`src/rtl/r5p_bus_arb.sv`:
```
// Round-robin arbiter that lets MN masters share one slave port with 1-cycle read latency.
// A stalled request is latched and pinned to its master until the slave accepts it.

module r5p_bus_arb_lane #(
    parameter int IDX = 0,
    parameter int IW  = 1
)(
    input  logic          clk,
    input  logic          rst,
    input  logic          act,
    input  logic [IW-1:0] gnt_idx,
    input  logic          s_rdy,
    input  logic          wen,
    output logic          rdy,
    output logic          rvl
);
    logic sel;

    assign sel = act & (gnt_idx == IW'(IDX));
    assign rdy = sel & s_rdy;

    always_ff @(posedge clk or negedge rst) begin
        if (!rst) rvl <= 1'b0;
        else      rvl <= rdy & ~wen;
    end
endmodule

module r5p_bus_arb #(
    parameter int AW = 15,
    parameter int DW = 32,
    parameter int BW = DW/8,
    parameter int MN = 2
)(
    input  logic                  clk,
    input  logic                  rst,
    input  logic [MN-1:0]         m_vld,
    input  logic [MN-1:0]         m_wen,
    input  logic [MN-1:0][AW-1:0] m_adr,
    input  logic [MN-1:0][BW-1:0] m_ben,
    input  logic [MN-1:0][DW-1:0] m_wdt,
    output logic [MN-1:0]         m_rdy,
    output logic [DW-1:0]         m_rdt,
    output logic [MN-1:0]         m_rvl,
    output logic                  s_vld,
    output logic                  s_wen,
    output logic [AW-1:0]         s_adr,
    output logic [BW-1:0]         s_ben,
    output logic [DW-1:0]         s_wdt,
    input  logic [DW-1:0]         s_rdt,
    input  logic                  s_rdy
);
    localparam int IW = (MN > 1) ? $clog2(MN) : 1;

    typedef struct packed {
        logic          wen;
        logic [AW-1:0] adr;
        logic [BW-1:0] ben;
        logic [DW-1:0] wdt;
    } req_t;

    typedef enum logic {IDLE, HOLD} state_t;

    state_t        state, state_nxt;
    logic [IW-1:0] ptr, own, arb_idx, gnt_idx;
    logic [IW:0]   cand;
    logic          arb_hit, act, xfer;
    req_t          hold_req, cur_req;

    // Scan MN candidates starting just after ptr, wrapping modulo MN.
    always_comb begin
        arb_hit = 1'b0;
        arb_idx = '0;
        cand    = '0;
        for (int k = 1; k <= MN; k++) begin
            cand = {1'b0, ptr} + (IW+1)'(k);
            if (cand >= (IW+1)'(MN)) cand = cand - (IW+1)'(MN);
            if (!arb_hit && m_vld[cand[IW-1:0]]) begin
                arb_hit = 1'b1;
                arb_idx = cand[IW-1:0];
            end
        end
    end

    assign gnt_idx = (state == HOLD) ? own : arb_idx;
    assign act     = rst & ((state == HOLD) | arb_hit);
    assign xfer    = act & s_rdy;

    // While held, the latched copy is replayed so a withdrawn request still completes.
    always_comb begin
        cur_req.wen = m_wen[gnt_idx];
        cur_req.adr = m_adr[gnt_idx];
        cur_req.ben = m_ben[gnt_idx];
        cur_req.wdt = m_wdt[gnt_idx];
        if (state == HOLD) cur_req = hold_req;
    end

    assign s_vld = act;
    assign s_wen = act & cur_req.wen;
    assign s_adr = act ? cur_req.adr : '0;
    assign s_ben = act ? cur_req.ben : '0;
    assign s_wdt = act ? cur_req.wdt : '0;
    assign m_rdt = s_rdt;

    always_comb begin
        state_nxt = state;
        case (state)
            IDLE:    if (act && !s_rdy) state_nxt = HOLD;
            HOLD:    if (s_rdy)         state_nxt = IDLE;
            default: state_nxt = IDLE;
        endcase
    end

    always_ff @(posedge clk or negedge rst) begin
        if (!rst) begin
            state    <= IDLE;
            ptr      <= IW'(MN-1);
            own      <= '0;
            hold_req <= '0;
        end else begin
            state <= state_nxt;
            if (xfer) ptr <= gnt_idx;
            if (state == IDLE && act && !s_rdy) begin
                own      <= arb_idx;
                hold_req <= cur_req;
            end
        end
    end

    for (genvar i = 0; i < MN; i++) begin : g_lane
        r5p_bus_arb_lane #(.IDX(i), .IW(IW)) u_lane (
            .clk     (clk),
            .rst     (rst),
            .act     (act),
            .gnt_idx (gnt_idx),
            .s_rdy   (s_rdy),
            .wen     (cur_req.wen),
            .rdy     (m_rdy[i]),
            .rvl     (m_rvl[i])
        );
    end
endmodule

```
`config.mk`:
```
export PLATFORM = sky130hd
export DESIGN_NAME = r5p_bus_arb
export DESIGN_NICKNAME = d
export VERILOG_FILES = /design/src/rtl/r5p_bus_arb.sv
export SDC_FILE = /design/constraint.sdc
export NUM_CORES = 1
export LEC_CHECK = 0
export BUFFER_PORTS_ARGS = -buffer_cell sky130_fd_sc_hd__buf_2
export CORE_ASPECT_RATIO = 1.1
export CORE_UTILIZATION = 48
export CTS_CLUSTER_SIZE = 16
export DETAILED_ROUTE_END_ITERATION = 8
export PLACE_DENSITY = 0.92
export RECOVER_POWER = 100
export SLEW_MARGIN = 20
export SYNTH_ARGS = -nofsm -noshare
export SYNTH_HDL_FRONTEND = slang
export SYNTH_SLANG_ARGS = --single-unit
export TNS_END_PERCENT = 20
```
`constraint.sdc`:
```
create_clock -name clk -period 3.6 [get_ports clk]
set_clock_uncertainty 0.2 [all_clocks]
set_input_delay 1.08 -clock clk [delete_from_list [all_inputs] [get_ports clk]]
set_output_delay 1.08 -clock clk [all_outputs]
set_load 0.1 [all_outputs]
```
# --- Yosys cells after proc, flatten, opt, wreduce, memory -nomap -nowiden ---
# Cells that the tools add are included.
op_classes:
  add_sub_neg: 4
  n_lt_le_gt_ge: 5
  mux: 26
  n_bitwise: 13
  n_reduce_logical: 6
op_table:
  columns: ["operator", "count"]
  rows:
  - ["$mux W32", 3]
  - ["$mux W52", 1]
  - ["$mux W15", 3]
  - ["$mux W1", 15]
  - ["$mux W4", 3]
  - ["$and A1 B1 Y1", 9]
  - ["$lt A1 B2 Y1 const B", 3]
  - ["$ge A2 B2 Y1 const B", 2]
  - ["$logic_and A1 B1 Y1", 4]
  - ["$not A1 Y1", 3]
  - ["$add A1 B1 Y2 const B", 1]
  - ["$add A1 B2 Y2 const B", 1]
  - ["$logic_not A1 Y1", 2]
  - ["$pmux W1 S2", 1]
  - ["$sub A1 B1 Y1 const B", 2]
  - ["$or A1 B1 Y1", 1]
totals:
  regBits: 57
  inputBits: 141
  output_inout_bits: 89
  elab_cells: 63

# --- Longest topological paths before layout ---
depth:
  depth_word: 15
  depth_mapped: 6
  mapped_depth_nobuf: 4

# --- Cells and area by module ---
# A second synthesis with hierarchy kept.
unflattened:
  cells_unflattened: 477
  area_unflattened_um2: 4015.1
by_module_without_submodules:
  columns: ["module", "n_inst", "cells_per_inst", "area_per_inst_um2", "seq_area_each_um2"]
  rows:
  - ["r5p_bus_arb", 1, 471, 3926.3, 1377.6]
  - ["r5p_bus_arb_lane (g_lane[0].u_lane)", 1, 3, 47.5, 25.0]
  - ["r5p_bus_arb_lane (g_lane[1].u_lane)", 1, 3, 41.3, 25.0]

# --- Least setup slack after synthesis ---
# OpenSTA, ideal clock, no wires.
synth_timing:
  kind: "input -> output"
  startpoint: "input port m_vld[1]"
  endpoint: "output port s_wdt[24]"
  t_arrival_ps: 3479
  required_time_ps: 2320
  slack_ps: -1159
  path_stages: 6
  path_buffers: 2
  cell_sequence: "o31ai_1 -> inv_2 -> buf_2 -> buf_2 -> o21ai_1 -> a21oi_1"
synth_via:
  word_cells_on_any_way: 17
  cone_classes: "13 x mux; 2 x bitwise; 2 x reduce/logical"
synth_rtl:
  columns: ["element", "line", "text"]
  rows:
  - ["start, declared", "36", "input logic [MN-1:0] m_vld,"]
  - ["$mux W1 (not written as such) (2 in a row)", "77", "if (!arb_hit && m_vld[cand[IW-1:0]]) begin"]
  - ["$mux W1", "77", null]
  - ["$logic_not A1 Y1", "77", null]
  - ["$logic_and A1 B1 Y1", "77", null]
  - ["$mux W1 (*)", "77", null]
  - ["$or A1 B1 Y1 (*)", "85", "assign act = rst & ((state == HOLD) | arb_hit);"]
  - ["$and A1 B1 Y1 (*)", "85", null]
  - ["via s_vld", "44", "output logic s_vld,"]
  - ["$mux W32 (*)", "101", "assign s_wdt = act ? cur_req.wdt : '0;"]
  - ["end, declared", "48", "output logic [DW-1:0] s_wdt,"]
# The timed path passes the listed nets; every way through them passes the cells marked *. The select of a mux whose other input is x is not followed.

# --- Final worst setup path ---
layout_timing:
  startpoint: "input port m_vld[1]"
  endpoint: "output port s_wdt[2]"
layout_via:
  elab_chain_len: 11
  word_cells_on_any_way: 17
  cone_classes: "13 x mux; 2 x bitwise; 2 x reduce/logical"
layout_rtl:
  columns: ["element", "line", "text"]
  rows:
  - ["$mux W1 (not written as such) (2 in a row)", "77", null]
  - ["$mux W1", "77", null]
  - ["$logic_not A1 Y1", "77", null]
  - ["$logic_and A1 B1 Y1", "77", null]
  - ["$mux W1", "77", null]
  - ["$mux W1", "84", "assign gnt_idx = (state == HOLD) ? own : arb_idx;"]
  - ["$mux W32 (not written as such) (2 in a row)", "93", "cur_req.wdt = m_wdt[gnt_idx];"]
  - ["$mux W52", "94", "if (state == HOLD) cur_req = hold_req;"]
  - ["$mux W32 (*)", "101", null]
# Every way passes the cells marked *; elsewhere a longest branch is shown, timed or not. The select of a mux whose other input is x is not followed.

==> out/metrics.cfg <==
[clock_tree]
cts_tree = built
clockRootBuffer = clkbuf_8
postCtsSetupBuffers = 0
clkTransAtPathRegs_ps = 70
cts_buffers = 9
htree_levels = 3
cts_num_sinks = 57
clockBufferDepth = 2
clock_latency_ps = 320

[sta]
fmax_mhz = 278
period_share = 1.00
finalHoldViolCount = 0
hold_slack_ps = 342
tightest_slew_ps = 1170
report.final.slew_viol_count = 0
max_slew_margin = 0.224
setup_ws_ps = 1.72
setup_viol = 0
rsz0062_at_grt = yes
finalCriticalPeriod_ps = 3600

[cells_and_area]
n_fill_cell = 537
final_nets = 724
design_area_um2 = 6130
final_cell_count_no_fill = 697
utilization = 0.767
layout-drive-gt1-share = 0.434
area_growth_pct = 53.1

[critical_path]
start_kind = input pin
reg2reg_to = hold_req[7]
crit_required_ps = 2320
r2r_start = state
r2r_cells = 3
critPathArrivalTime_ps = 2320
critPathKind = input pin to primary output
reg2reg_setup_slack_ps = 1440
crit_fanout = 29
end_kind = primary output

[global_route]
grt_pass1_vias = 4732
overflow = 0
grt_max_degree = 59
antenna_found_initial = 1
grt_pass1_wl_um = 23500
grtUsageTotal = 0.352

[synthesis]
synth_top_family_by_area = compound AO/OA/AOI/OAI gates
seq_area_frac_synth = 0.356
syn_area_um2 = 4010
synth_cell_type_count = 28
syn-mean-instance-area_um2 = 8.30
ys_warn_count = 0
yosys.area_share.xor_xnor = 0
yosys_register_bits = 57
synth.area.mux_share = 0.00531
synth_top_area_frac = 0.350
synth_nets = 624
synth_area_leaders = dfrtp_1 35%, a21oi_1 13%, a2bb2oi_1 11%
syn_inst = 483
synth-simple-area-share = 0.0690
synth-compound-area-share = 0.433
synthAdderAreaFrac = 0
yosysTopAreaCell = dfrtp_1

[detailed_routing]
ant_nets = 0
vias = 4656
firstDrtPassIters = 5
wirelength_um = 15000
drc = 0
viasPerCell = 6.68
detail_route.iter0.violations = 312
route.detailed.wl_per_inst_um = 21.5

[power]
vdd_drop_max_mv = 0.321
power.density_nw_per_um2 = 494
power.leakage_nw = 2.42

[min_path]
hold_path_end = hold_req[49]
hp-start = hold_req[49]
hp-class = flop to flop
holdPathStages = 1

[placement]
hpwl_um = 10300
place_ws_ps = 6.11
placed_cell_area_um2 = 5940
portBuffers = 165
placedCellCount = 679
routabilityCongestion = 0.796

[floorplan]
core_area_um2 = 8000
fp-row-count = 34
dieArea_um2 = 8720
dieWidth_um = 89.1
initial_core_util = 0.501
num_io_pins = 230
die-height_um = 97.8

[run]
drv_cap = 0

[status]
status = finished clean

==> per-stage QoR <==
stage | power (mW) | setup TNS [ps]
finish | 3.03 | 0
detailed placement | 2.39 | 0
global route | 3.15 | -470
global placement | 2.33 | 0
CTS | 3.04 | 0
floorplan | 2.04 | -4820
==> state kept, by name, indices dropped and copies added, names as in the netlist <==
name               count
state                  1
hold_req              52
ptr                    1
g_lane.u_lane.rvl      2
own                    1
==> layer usage <==
layer / share of wire / GRT usage / vias up
li1: - / - / 2004
met5: 0 / 0 / -
met3: 0.10 / 0.123 / 70
met1: 0.34 / 0.372 / 2254
met4: 0.051 / 0.222 / 0
met2: 0.51 / 0.585 / 328
==> logic make-up (layout without fill, tap and decap cells) <==
logic type / count (synthesis) / after routing
AOI/OAI and AO/OA: 265 / 265
buffers and inverters: 94 / 199
and+or+nand+nor: 65 / 65
DFF: 57 / 57
muxes: 2 / 2
other: 0 / 1
==> cell usage in the layout, fill, tap and decap left out, drive strengths merged, types with 4 or more instances in the layout <==
| cell type | n |
|---|---|
| a21oi | 105 |
| a2bb2oi | 52 |
| buf | 176 |
| clkbuf | 14 |
| dfrtp | 56 |
| nand2 | 53 |
| nor2 | 4 |
| o21ai | 51 |
| o32ai | 52 |
==> worst max-delay path by stage <==
stage	start	endpoint	slack (ps)	depth (start not counted)
finish	m_vld[1]	s_wdt[2]	2	6
CTS	m_vld[0]	s_wdt[2]	6	7
global route	m_vld[0]	s_wdt[2]	-40	7
global placement	m_vld[0]	s_wdt[22]	60	7
floorplan	m_vld[1]	s_wdt[12]	-250	5
detailed placement	m_vld[0]	s_wdt[2]	6	7
==> critical path, cell delays in order <==
cell      delay, ps
buf_2           140
a21boi_4        300
buf_12          230
a21oi_1         150
a21oi_4         210
buf_12          190
==> where the power goes <==
group / switching (mW) / internal (mW)
Sequential: 0.0909 / 0.783
Combinational: 0.959 / 0.557
Clock: 0.257 / 0.386
Total: 1.31 / 1.73
==> synth_stat cells <==
master     instances
nor2b_1            3
dfrtp_1           56
a21bo_2            1
o31ai_1            1
inv_1              1
buf_6              5
a21boi_2           1
o21a_1             1
o32ai_1           52
buf_4             38
buf_1              4
nor3b_4            1
dfstp_2            1
clkbuf_1          32
nor2_1             4
a2bb2oi_1         52
nand2b_1           1
or3_1              2
o21ai_1           16
o21ai_0           35
and3_1             1
inv_2              2
a21oi_1          105
a31oi_1            1
mux2_1             1
buf_2             12
mux2i_1            1
nand2_1           53
==> final cells by class <==
type                            count  area [um2]  area share
Tap cell                          108         135      0.0220
Multi-Input combinational cell    332        2550       0.416
Sequential cell                    57        1430       0.233
Antenna cell                        1        2.50    0.000408
Clock buffer                       10         128      0.0208
Inverter                            3        11.3     0.00184
Clock inverter                      6        82.6      0.0135
Timing Repair Buffer              180        1790       0.292
==> repair_timing <==
item / in CTS / in global routing
endpoints found under the setup margin: 0 / 53
gates resized for setup: 0 / 5
hold buffers: 0 / 0
(Power assumes the default switching activity.)
